File: src/rtl/ctrl_pkg.sv
// Shared encodings for the multi-cycle control unit: opcodes, immediate types,
// ALU/MDU operation codes, FSM states and the latched control bundle.
package ctrl_pkg;

  localparam logic [6:0] TYPE_LUI       = 7'b0110111;
  localparam logic [6:0] TYPE_AUIPC     = 7'b0010111;
  localparam logic [6:0] TYPE_JAL       = 7'b1101111;
  localparam logic [6:0] TYPE_JALR      = 7'b1100111;
  localparam logic [6:0] TYPE_BRANCH    = 7'b1100011;
  localparam logic [6:0] TYPE_LOAD      = 7'b0000011;
  localparam logic [6:0] TYPE_STORE     = 7'b0100011;
  localparam logic [6:0] TYPE_OP_IMM    = 7'b0010011;
  localparam logic [6:0] TYPE_OP        = 7'b0110011;
  localparam logic [6:0] TYPE_OP_IMM_32 = 7'b0011011;
  localparam logic [6:0] TYPE_OP_32     = 7'b0111011;
  localparam logic [6:0] TYPE_SYSTEM    = 7'b1110011;

  localparam logic [31:0] INST_EBREAK = 32'h0010_0073;

  localparam logic [1:0] BSRC_RS2  = 2'b00;
  localparam logic [1:0] BSRC_IMM  = 2'b01;
  localparam logic [1:0] BSRC_FOUR = 2'b10;

  typedef enum logic [2:0] {
    IMM_R = 3'd0, IMM_I = 3'd1, IMM_S = 3'd2, IMM_B = 3'd3, IMM_U = 3'd4, IMM_J = 3'd5
  } imm_e;

  typedef enum logic [4:0] {
    ALU_ADD    = 5'd0,  ALU_SUB    = 5'd1,  ALU_SLL   = 5'd2,  ALU_SLT  = 5'd3,
    ALU_SLTU   = 5'd4,  ALU_XOR    = 5'd5,  ALU_SRL   = 5'd6,  ALU_SRA  = 5'd7,
    ALU_OR     = 5'd8,  ALU_AND    = 5'd9,  ALU_MUL   = 5'd10, ALU_MULH = 5'd11,
    ALU_MULHSU = 5'd12, ALU_MULHU  = 5'd13, ALU_DIV   = 5'd14, ALU_DIVU = 5'd15,
    ALU_REM    = 5'd16, ALU_REMU   = 5'd17
  } alu_op_e;

  typedef enum logic [2:0] {
    ST_IDLE = 3'd0, ST_FETCH = 3'd1, ST_DECODE = 3'd2, ST_EXEC = 3'd3,
    ST_MEM  = 3'd4, ST_WB    = 3'd5, ST_HALT   = 3'd6
  } state_e;

  typedef struct packed {
    imm_e       imm;
    logic       asrc;
    logic [1:0] bsrc;
    alu_op_e    sel;
    logic       word;
    logic       branch;
    logic       load;
    logic       store;
    logic       wen;
    logic       mop;
  } ctrl_t;

  // alt selects SUB over ADD and SRA over SRL
  function automatic alu_op_e alu_base(input logic [2:0] f3, input logic alt);
    alu_op_e op;
    case (f3)
      3'b000:  op = alt ? ALU_SUB : ALU_ADD;
      3'b001:  op = ALU_SLL;
      3'b010:  op = ALU_SLT;
      3'b011:  op = ALU_SLTU;
      3'b100:  op = ALU_XOR;
      3'b101:  op = alt ? ALU_SRA : ALU_SRL;
      3'b110:  op = ALU_OR;
      3'b111:  op = ALU_AND;
      default: op = ALU_ADD;
    endcase
    return op;
  endfunction

  function automatic alu_op_e mdu_op(input logic [2:0] f3);
    alu_op_e op;
    case (f3)
      3'b000:  op = ALU_MUL;
      3'b001:  op = ALU_MULH;
      3'b010:  op = ALU_MULHSU;
      3'b011:  op = ALU_MULHU;
      3'b100:  op = ALU_DIV;
      3'b101:  op = ALU_DIVU;
      3'b110:  op = ALU_REM;
      3'b111:  op = ALU_REMU;
      default: op = ALU_MUL;
    endcase
    return op;
  endfunction

endpackage

File: src/rtl/ctrl_decode.sv
// Combinational instruction decoder: instruction word to control bundle plus
// illegal/ebreak flags, honouring the XLEN and M-extension configuration.
module ctrl_decode
  import ctrl_pkg::*;
#(
  parameter int XLEN      = 32,
  parameter bit SUPPORT_M = 1'b0
) (
  input  logic [31:0] inst,
  output ctrl_t       ctrl,
  output logic        illegal,
  output logic        ebreak
);

  localparam logic RV64 = (XLEN == 64);

  logic [6:0] opcode_s;
  logic [2:0] f3_s;
  logic [6:0] f7_s;

  assign opcode_s = inst[6:0];
  assign f3_s     = inst[14:12];
  assign f7_s     = inst[31:25];

  // decode table
  always_comb begin
    ctrl    = '0;
    illegal = 1'b0;
    ebreak  = 1'b0;
    case (opcode_s)
      TYPE_LUI: begin
        ctrl.imm = IMM_U; ctrl.bsrc = BSRC_IMM; ctrl.wen = 1'b1;
      end
      TYPE_AUIPC: begin
        ctrl.imm = IMM_U; ctrl.asrc = 1'b1; ctrl.bsrc = BSRC_IMM; ctrl.wen = 1'b1;
      end
      TYPE_JAL: begin
        ctrl.imm = IMM_J; ctrl.asrc = 1'b1; ctrl.bsrc = BSRC_FOUR;
        ctrl.branch = 1'b1; ctrl.wen = 1'b1;
      end
      TYPE_JALR: begin
        ctrl.imm = IMM_I; ctrl.asrc = 1'b1; ctrl.bsrc = BSRC_FOUR;
        ctrl.branch = 1'b1; ctrl.wen = 1'b1;
        illegal = (f3_s != 3'b000);
      end
      TYPE_BRANCH: begin
        ctrl.imm = IMM_B; ctrl.branch = 1'b1;
        case (f3_s)
          3'b000, 3'b001: ctrl.sel = ALU_SUB;
          3'b100, 3'b101: ctrl.sel = ALU_SLT;
          3'b110, 3'b111: ctrl.sel = ALU_SLTU;
          default:        illegal = 1'b1;
        endcase
      end
      TYPE_LOAD: begin
        ctrl.imm = IMM_I; ctrl.bsrc = BSRC_IMM; ctrl.load = 1'b1; ctrl.wen = 1'b1;
        case (f3_s)
          3'b000, 3'b001, 3'b010, 3'b100, 3'b101: illegal = 1'b0;
          3'b011, 3'b110:                         illegal = !RV64;
          default:                                illegal = 1'b1;
        endcase
      end
      TYPE_STORE: begin
        ctrl.imm = IMM_S; ctrl.bsrc = BSRC_IMM; ctrl.store = 1'b1;
        case (f3_s)
          3'b000, 3'b001, 3'b010: illegal = 1'b0;
          3'b011:                 illegal = !RV64;
          default:                illegal = 1'b1;
        endcase
      end
      TYPE_OP_IMM: begin
        ctrl.imm = IMM_I; ctrl.bsrc = BSRC_IMM; ctrl.wen = 1'b1;
        ctrl.sel = alu_base(f3_s, (f3_s == 3'b101) && inst[30]);
        // RV64 shift amounts are 6 bits wide, so only inst[31:26] is funct
        case (f3_s)
          3'b001:  illegal = RV64 ? (inst[31:26] != 6'b000000) : (f7_s != 7'b0000000);
          3'b101:  illegal = RV64 ? ((inst[31:26] != 6'b000000) && (inst[31:26] != 6'b010000))
                                  : ((f7_s != 7'b0000000) && (f7_s != 7'b0100000));
          default: illegal = 1'b0;
        endcase
      end
      TYPE_OP: begin
        ctrl.wen = 1'b1;
        case (f7_s)
          7'b0000000: ctrl.sel = alu_base(f3_s, 1'b0);
          7'b0100000: begin
            ctrl.sel = alu_base(f3_s, 1'b1);
            illegal  = (f3_s != 3'b000) && (f3_s != 3'b101);
          end
          7'b0000001: begin
            ctrl.mop = 1'b1; ctrl.sel = mdu_op(f3_s); illegal = !SUPPORT_M;
          end
          default: illegal = 1'b1;
        endcase
      end
      TYPE_OP_IMM_32: begin
        ctrl.imm = IMM_I; ctrl.bsrc = BSRC_IMM; ctrl.wen = 1'b1; ctrl.word = 1'b1;
        case (f3_s)
          3'b000: ctrl.sel = ALU_ADD;
          3'b001: begin ctrl.sel = ALU_SLL; illegal = (f7_s != 7'b0000000); end
          3'b101: begin
            ctrl.sel = alu_base(f3_s, inst[30]);
            illegal  = (f7_s != 7'b0000000) && (f7_s != 7'b0100000);
          end
          default: illegal = 1'b1;
        endcase
      end
      TYPE_OP_32: begin
        ctrl.wen = 1'b1; ctrl.word = 1'b1;
        case (f7_s)
          7'b0000000: begin
            ctrl.sel = alu_base(f3_s, 1'b0);
            illegal  = !(f3_s inside {3'b000, 3'b001, 3'b101});
          end
          7'b0100000: begin
            ctrl.sel = alu_base(f3_s, 1'b1);
            illegal  = !(f3_s inside {3'b000, 3'b101});
          end
          7'b0000001: begin
            ctrl.mop = 1'b1; ctrl.sel = mdu_op(f3_s);
            illegal  = !SUPPORT_M || (f3_s inside {3'b001, 3'b010, 3'b011});
          end
          default: illegal = 1'b1;
        endcase
      end
      TYPE_SYSTEM: begin
        ebreak  = (inst == INST_EBREAK);
        illegal = (inst != INST_EBREAK);
      end
      default: illegal = 1'b1;
    endcase
    illegal   = illegal | (!RV64 && ((opcode_s == TYPE_OP_IMM_32) || (opcode_s == TYPE_OP_32)));
    ctrl.word = ctrl.word & RV64;
  end

endmodule

File: src/rtl/multicycle_ctrl.sv
// Multi-cycle control FSM: sequences fetch/decode/execute/memory/writeback for one
// instruction at a time, latches decoded controls and counts retired instructions.
module multicycle_ctrl
  import ctrl_pkg::*;
#(
  parameter int XLEN      = 32,
  parameter bit SUPPORT_M = 1'b0,
  parameter int CNT_W     = 64
) (
  input  logic             clk,
  input  logic             rst_n,
  input  logic [31:0]      inst,
  output logic             imem_req,
  input  logic             imem_rvalid,
  output logic             dmem_req,
  output logic             dmem_we,
  input  logic             dmem_rvalid,
  output logic             mdu_start,
  input  logic             mdu_done,
  output logic             ir_we,
  output logic [2:0]       op_imm,
  output logic             alu_asrc,
  output logic [1:0]       alu_bsrc,
  output logic [4:0]       alu_sel,
  output logic             alu_word,
  output logic             branch,
  output logic             reg_we,
  output logic             pc_we,
  output logic [CNT_W-1:0] instret,
  output logic             halted,
  output logic             illegal
);

  state_e           state_r, state_s;
  ctrl_t            dec_s, ctrl_r;
  logic             dec_illegal_s, dec_ebreak_s;
  logic             illegal_pend_r, ebreak_pend_r, illegal_r, mdu_wait_r;
  logic [CNT_W-1:0] instret_r;

  ctrl_decode #(.XLEN(XLEN), .SUPPORT_M(SUPPORT_M)) u_decode (
    .inst    (inst),
    .ctrl    (dec_s),
    .illegal (dec_illegal_s),
    .ebreak  (dec_ebreak_s)
  );

  // next-state and per-phase strobes
  always_comb begin
    state_s   = state_r;
    imem_req  = 1'b0;
    ir_we     = 1'b0;
    dmem_req  = 1'b0;
    dmem_we   = 1'b0;
    mdu_start = 1'b0;
    reg_we    = 1'b0;
    pc_we     = 1'b0;
    case (state_r)
      ST_IDLE: state_s = ST_FETCH;
      ST_FETCH: begin
        imem_req = 1'b1;
        if (imem_rvalid) begin
          ir_we   = 1'b1;
          state_s = ST_DECODE;
        end else begin
          state_s = ST_FETCH;
        end
      end
      ST_DECODE: begin
        if (illegal_pend_r || ebreak_pend_r) begin
          state_s = ST_HALT;
        end else begin
          state_s = ST_EXEC;
        end
      end
      ST_EXEC: begin
        if (ctrl_r.mop) begin
          mdu_start = ~mdu_wait_r;
          if (mdu_done) begin
            state_s = ST_WB;
          end else begin
            state_s = ST_EXEC;
          end
        end else if (ctrl_r.load || ctrl_r.store) begin
          state_s = ST_MEM;
        end else begin
          state_s = ST_WB;
        end
      end
      ST_MEM: begin
        dmem_req = 1'b1;
        dmem_we  = ctrl_r.store;
        if (dmem_rvalid) begin
          pc_we   = ctrl_r.store;
          state_s = ctrl_r.store ? ST_FETCH : ST_WB;
        end else begin
          state_s = ST_MEM;
        end
      end
      ST_WB: begin
        reg_we  = ctrl_r.wen;
        pc_we   = 1'b1;
        state_s = ST_FETCH;
      end
      ST_HALT: state_s = ST_HALT;
      default: state_s = ST_IDLE;
    endcase
  end

  // state, decoded-control latch and halt cause
  always_ff @(posedge clk or negedge rst_n) begin
    if (!rst_n) begin
      state_r        <= ST_IDLE;
      ctrl_r         <= '0;
      illegal_pend_r <= 1'b0;
      ebreak_pend_r  <= 1'b0;
      illegal_r      <= 1'b0;
      mdu_wait_r     <= 1'b0;
    end else begin
      state_r <= state_s;
      // decode result is captured with the instruction so it is stable from DECODE on
      if (state_r == ST_FETCH && imem_rvalid) begin
        ctrl_r         <= dec_s;
        illegal_pend_r <= dec_illegal_s;
        ebreak_pend_r  <= dec_ebreak_s;
      end
      if (state_r == ST_DECODE && illegal_pend_r) begin
        illegal_r <= 1'b1;
      end
      mdu_wait_r <= (state_r == ST_EXEC) && ctrl_r.mop && !mdu_done;
    end
  end

  // retired-instruction counter, wraps naturally
  always_ff @(posedge clk or negedge rst_n) begin
    if (!rst_n) begin
      instret_r <= '0;
    end else if (pc_we) begin
      instret_r <= instret_r + {{(CNT_W-1){1'b0}}, 1'b1};
    end
  end

  assign op_imm   = ctrl_r.imm;
  assign alu_asrc = ctrl_r.asrc;
  assign alu_bsrc = ctrl_r.bsrc;
  assign alu_sel  = ctrl_r.sel;
  assign alu_word = ctrl_r.word;
  assign branch   = ctrl_r.branch;
  assign instret  = instret_r;
  assign halted   = (state_r == ST_HALT);
  assign illegal  = illegal_r;

endmodule

File: config.mk
export PLATFORM = sky130hd
export DESIGN_NAME = multicycle_ctrl
export DESIGN_NICKNAME = d
export VERILOG_FILES = /design/src/rtl/ctrl_pkg.sv /design/src/rtl/ctrl_decode.sv /design/src/rtl/multicycle_ctrl.sv
export SDC_FILE = /design/constraint.sdc
export NUM_CORES = 1
export LEC_CHECK = 0
export CORE_ASPECT_RATIO = 1.1
export CORE_UTILIZATION = 56
export CTS_BUF_LIST = sky130_fd_sc_hd__clkbuf_8
export CTS_CLUSTER_DIAMETER = 200
export CTS_CLUSTER_SIZE = 10
export DETAILED_ROUTE_END_ITERATION = 7
export HOLD_SLACK_MARGIN = 0.05
export PLACE_DENSITY = 0.92
export SYNTH_ARGS = -nofsm -noshare
export SYNTH_HDL_FRONTEND = slang
export SYNTH_HIERARCHICAL = 1
export SYNTH_SLANG_ARGS = --single-unit
File: constraint.sdc
create_clock -name clk -period 4 [get_ports clk]
set_clock_uncertainty 0.1 [all_clocks]
set_input_delay 0.6 -clock clk [delete_from_list [all_inputs] [get_ports clk]]
set_output_delay 0.6 -clock clk [all_outputs]
set_load 0.01 [all_outputs]
==> impl_metrics.toml, run 1 <==
[global_routing]
antenna_found_initial = 0
grt_usage_pct = 27.0
grt_max_degree = 89
grt_pass1_vias = 4234
gr-total-overflow = 0
grt_pass1_wl_um = 19900

[critical_path]
required_ns = 3.30
max_stage_delay_ns = 0.60
end_kind = "output port"
cp-start-kind = "flip-flop"
crit_arrival_ns = 2.20
crit_fanout = 22
cp_top_family = "buffers and inverters"
path_cells = "nor3b_1 -> and2_0 -> buf_4 -> clkdlybuf4s50_1"
path_buf_inv = 2
critPathSlowestCell = "clkdlybuf4s50_1"
path_class = "reg -> out"

[cts]
cts_tree = "done"
cts_made_buffers = 9
cts_root_buffer = "clkbuf_8"
cts_hold_buf = 0
clk_path_buf_depth = 2
htree_levels = 3
cts_resized = 0
cts_setup_buffers = 0
clkLatencyLatePin_ns = 0.36
cts.reportedPaths.clkPinSlew_ns = 0.09
cts.sinks = 88

[yosys]
ys_seq_elements = 88
synthFlopType = "dfrtp_1"
yosysWarnings = 6
synth_cell_type_count = 62
synth-edff-count = 0
synth_top_area_cell = "dfrtp_1"
yosysSeqAreaShare_pct = 43.6
syn-cell-area_mm2 = 0.00505
synth_top_area_share_pct = 43.6
synth_area_leaders = "dfrtp_1 44%, xor2_1 5.7%, xnor2_1 5.2%"
syn_area_per_cell_um2 = 10.3
syn_inst = 492
syn-num-nets = 537
synthArstFlopShare_pct = 100

[sta]
setup_tns_ns = 0
period_share_pct = 72.4
min_period_ns = 2.90
hold_viol = 0
final-setup-viol-count = 0
slew_headroom_pct = 26.4
slew_violations = 0
worstMarginPinSlew_ns = 1.10
finalWorstSetupSlack_ns = 1.10
rsz0062_at_grt = "false"
fmax_mhz = 345

[power]
leakagePower_nw = 2.71
irDropWorstVdd_mv = 0.200
power_density_mw_per_mm2 = 324

[layout]
multi_input_area_mm2 = 0.00263
syn2layout_area_growth_pct = 27.6
drive_above_1_share_pct = 12.5
final_core_util_pct = 75.4
layout_commonest_cell = "clkdlybuf4s50_1"
nFillCells = 584
num_antenna_cells = 0
design_area_mm2 = 0.00644
final_nets = 648
final_cell_mix = "121 x clkdlybuf4s50_1, 88 x dfrtp_1, 42 x nand2_1"
stdcell_count = 719
seqCellArea_mm2 = 0.00220

[worst_hold_path]
holdCritPathClass = "in -> async"

[job]
maxCapViolCount = 0

[drt]
first_iter_violations = 194
drc = 0
detail-route-antenna-nets = 0
drt_wl_total_um = 12200
via_per_inst = 6.00
firstDrtPassIters = 6
routed-via-count = 4315
detail_route.wl_per_cell_um = 16.9

[die]
die_height_um = 102
num_rows = 35
ioPinCount = 123
die_w_um = 92.5
die_area_mm2 = 0.00940
initial_core_util_pct = 59.1
core_area_mm2 = 0.00854

[placement]
place_congestion = 0.993
dp_slack_ns = 0.973
dpl.cell_count = 703
hpwl_um = 9120
io_buffers = 122
placed_area_mm2 = 0.00626

[outcome]
status = "completed"
[cells in the mapped netlist, drive strengths merged (3+ instances only)]
| library cell | count |
|---|---|
| dfrtp | 88 |
| nand2b | 6 |
| mux2 | 20 |
| xor2 | 33 |
| nor3b | 3 |
| and3 | 5 |
| a31oi | 4 |
| o22ai | 3 |
| xnor2 | 30 |
| buf | 20 |
| a211o | 3 |
| or4 | 3 |
| inv | 14 |
| ha | 8 |
| nand2 | 42 |
| a2111oi | 3 |
| clkbuf | 4 |
| nor4 | 26 |
| and2 | 6 |
| or3 | 8 |
| nor2 | 39 |
| a211oi | 3 |
| a21oi | 11 |
| nand4 | 19 |
| nor3 | 22 |
| o21ai | 6 |
| nand3 | 31 |
| nor2b | 6 |
[path summary, 6_finish.rpt]
kind | from | endpoint | slack [ns] | depth (start not counted)
min in group clk | instret[63] | instret[63] | 0.38 | 1
min | rst_n | instret[11] | 0.34 | 1
max reg2reg | instret[0] | instret[62] | 1.78 | 7
max in group asynchronous | rst_n | instret[35] | 2.74 | 1
max | state_r[0] | ir_we | 1.10 | 4
min reg2reg | instret[63] | instret[63] | 0.38 | 1
[logic make-up after synthesis]
group | after synthesis | share of synthesized area (%)
flops | 88 | 43.6
compound gates | 46 | 6.22
mux | 20 | 4.46
buf+inv | 38 | 4.21
simple gates | 227 | 28.3
fa+ha+maj | 9 | 2.18
other cells | 1 | 0.0743
xor+xnor | 63 | 10.9
[sequential cells by signal, indices dropped and copies added, names as in the netlist, 2 cells and up]
register	count
op_imm	3
alu_bsrc	2
alu_sel	5
state_r	3
instret	64
ctrl_r	4
[per-stage QoR]
step | power [W] | hold WS (ns)
floorplan | 0.00130 | 0.204
CTS | 0.00210 | 0.377
detailed placement | 0.00153 | 0.373
global route | 0.00218 | 0.396
global placement | 0.00151 | 0.356
finish | 0.00208 | 0.337
[worst register-to-register path, stage by stage, from the launching register on]
cell	delay, ns
dfrtp_1	0.44
ha_1	0.23
and4b_1	0.24
and2_1	0.18
nand4bb_1	0.15
buf_4	0.27
nor4_2	0.36
xor2_1	0.18
[final cells by class]
class / count / area share [%]
Multi-Input combinational cell: 366 / 40.9
Clock buffer: 10 / 2.14
Tap cell: 111 / 2.16
Clock inverter: 6 / 0.661
Sequential cell: 88 / 34.2
Inverter: 14 / 0.816
Timing Repair Buffer: 124 / 19.2
[metal layers]
layer | wire length (µm) | share of wire, % | track usage (%)
met1 | 4840 | 40 | 31.7
met2 | 6150 | 51 | 47.8
met3 | 749 | 6.2 | 4.43
met4 | 420 | 3.5 | 13.9
met5 | 0 | 0 | 0
[power by group]
group	internal, W	switching [W]
clock network	0.000245	0.000322
logic	0.000251	0.000226
registers	0.000952	0.0000887
(Power assumes the default switching activity.)
==> run 2: changes to the inputs <==
--- a/config.mk
+++ b/config.mk
@@ -6,13 +6,13 @@
 export NUM_CORES = 1
 export LEC_CHECK = 0
 export CORE_ASPECT_RATIO = 1.1
-export CORE_UTILIZATION = 56
+export CORE_UTILIZATION = 52
 export CTS_BUF_LIST = sky130_fd_sc_hd__clkbuf_8
 export CTS_CLUSTER_DIAMETER = 200
 export CTS_CLUSTER_SIZE = 10
 export DETAILED_ROUTE_END_ITERATION = 7
 export HOLD_SLACK_MARGIN = 0.05
-export PLACE_DENSITY = 0.92
+export PLACE_DENSITY = 0.86
 export SYNTH_ARGS = -nofsm -noshare
 export SYNTH_HDL_FRONTEND = slang
 export SYNTH_HIERARCHICAL = 1
==> constraint.sdc (replaced) <==
create_clock -name clk -period 2.8 [get_ports clk]
set_clock_uncertainty 0.1 [all_clocks]
set_input_delay 0.42 -clock clk [delete_from_list [all_inputs] [get_ports clk]]
set_output_delay 0.42 -clock clk [all_outputs]
set_load 0.01 [all_outputs]
==> run 2 against run 1 <==
Clock power up 78%. Global-route usage down 1.5 points. Hold slack better by 0.032 ns. Core utilization down 5.1 points. Critical path type unchanged.
==> impl_metrics.toml, run 2 (synthesis results as in run 1) <==
[die]
die_height_um = 105
die_w_um = 95.9
core_area_mm2 = 0.00940
num_rows = 37
ioPinCount = 123
initial_core_util_pct = 53.7
die_area_mm2 = 0.0101

[sta]
period_share_pct = 91.9
rsz0062_at_grt = "false"
final-setup-viol-count = 0
fmax_mhz = 389
finalWorstSetupSlack_ns = 0.226
hold_viol = 0
slew_headroom_pct = 56.9
finalHoldWorstSlack_ns = 0.368
setup_tns_ns = 0
slew_violations = 0
min_period_ns = 2.57
worstMarginPinSlew_ns = 0.630

[drt]
detail-route-antenna-nets = 0
routed-via-count = 4329
firstDrtPassIters = 5
drt_wl_total_um = 12100
via_per_inst = 5.85
drc = 0
detail_route.wl_per_cell_um = 16.3
first_iter_violations = 188

[job]
maxCapViolCount = 0

[global_routing]
grt_pass1_vias = 4208
grt_max_degree = 53
grt_pass1_wl_um = 19900
antenna_found_initial = 0
gr-total-overflow = 0
grt_usage_pct = 25.5

[cts]
cts_root_buffer = "clkbuf_8"
cts.reportedPaths.clkPinSlew_ns = 0.09
clk_path_buf_depth = 2
clkLatencyLatePin_ns = 0.37
cts_made_buffers = 9
cts_tree = "done"
htree_levels = 3
cts.sinks = 88
cts_setup_buffers = 0

[critical_path]
crit_arrival_ns = 2.05
end_kind = "output port"
cp-startpoint = "state_r[0]"
path_class = "reg -> out"
cp-start-kind = "flip-flop"
required_ns = 2.28
reg2reg_from = "instret[0]"
rr_worst_depth = 7
crit_fanout = 9

[placement]
dp_slack_ns = 0.234
place_congestion = 0.882
io_buffers = 122
hpwl_um = 9090
placed_area_mm2 = 0.00637

[power]
irDropWorstVdd_mv = 0.397
p_total_w = 0.00318
leakagePower_nw = 2.81
power_density_mw_per_mm2 = 481

[layout]
design_area_mm2 = 0.00661
layout_commonest_cell = "clkdlybuf4s50_1"
final_nets = 663
syn2layout_area_growth_pct = 31.0
largest_reg_flops = 64
num_antenna_cells = 0
drive_above_1_share_pct = 14.4
final_cell_mix = "121 x clkdlybuf4s50_1, 88 x dfrtp_1, 42 x nand2_1"

[worst_hold_path]
whs_path_depth = 1
holdCritPathClass = "reg -> reg"
worstHoldStart = "instret[63]"

[outcome]
status = "completed"
==> run 2: cell count changes in the layout (fill, tap and decap cells not counted) <==
| cell | change |
|---|---|
| buf_4 | +14 |
| bufinv_16 | +2 |
| clkinv_2 | -1 |
| clkinvlp_4 | -1 |
| dlygate4sd3_1 | +1 |
==> run 2: layout make-up <==
type / count / area, µm²
clock inverters: 6 / 90.1
repair buffers: 139 / 1350
clock buffers: 10 / 138
fillers: 687 / 2790
multi-input cells: 366 / 2630
inverters: 14 / 52.6
well taps: 117 / 146
flip-flops and latches: 88 / 2200
==> run 2: report_power, final <==
group | total [W] | internal, W | switching [W] | leakage (nW)
clock | 0.00101 | 0.000532 | 0.000475 | 0.113
sequential | 0.00148 | 0.00136 | 0.000120 | 1.18
combinational | 0.000691 | 0.000368 | 0.000324 | 1.51
total | 0.00318 | 0.00226 | 0.000919 | 2.81
==> run 2: metrics by stage <==
step                      util [%]  instances
after floorplan                  -        492
after global placement        67.8        723
after detailed placement      67.8        723
after CTS                     70.3        740
after global routing          70.3        740
final                         70.3        740
==> run 2: critical path, stage by stage (launching register included) <==
cell and delay [ns]:
dfrtp_1 0.51, nor3b_1 0.29, and2_0 0.30, clkdlybuf4s50_1 0.59
==> run 2: worst paths after layout <==
kind                               end  slack, ns
setup / recovery                 ir_we       0.23
hold / removal             instret[63]       0.37
setup reg to reg           instret[44]       0.70
hold reg to reg            instret[63]       0.37
max in group asynchronous   alu_sel[2]       1.42
min in group asynchronous  instret[16]       0.51
==> run 2: layer usage <==
layer / up-vias / global-route usage (%) / share of wire [%]
li1: 2005 / - / -
met1: 2135 / 31.0 / 40
met2: 169 / 44.3 / 53
met3: 20 / 4.98 / 5.2
met4: 0 / 8.64 / 1.9
met5: - / 0 / 0
==> run 2: what timing repair did <==
action | in CTS | in global routing
hold buffers | 1 | 0
endpoints found under the hold margin | 49 | 0
endpoints found under the setup margin | 0 | 0
gates resized for setup | 0 | 0
==> run 3: changes to the inputs <==
--- a/config.mk
+++ b/config.mk
@@ -13,6 +13,8 @@
 export DETAILED_ROUTE_END_ITERATION = 7
 export HOLD_SLACK_MARGIN = 0.05
 export PLACE_DENSITY = 0.86
+export SKIP_CTS_REPAIR_TIMING = 1
+export SLEW_MARGIN = 5
 export SYNTH_ARGS = -nofsm -noshare
 export SYNTH_HDL_FRONTEND = slang
 export SYNTH_HIERARCHICAL = 1
==> results of run 3 <==
The final DEF is identical to that of run 2; final timing and power are the same.
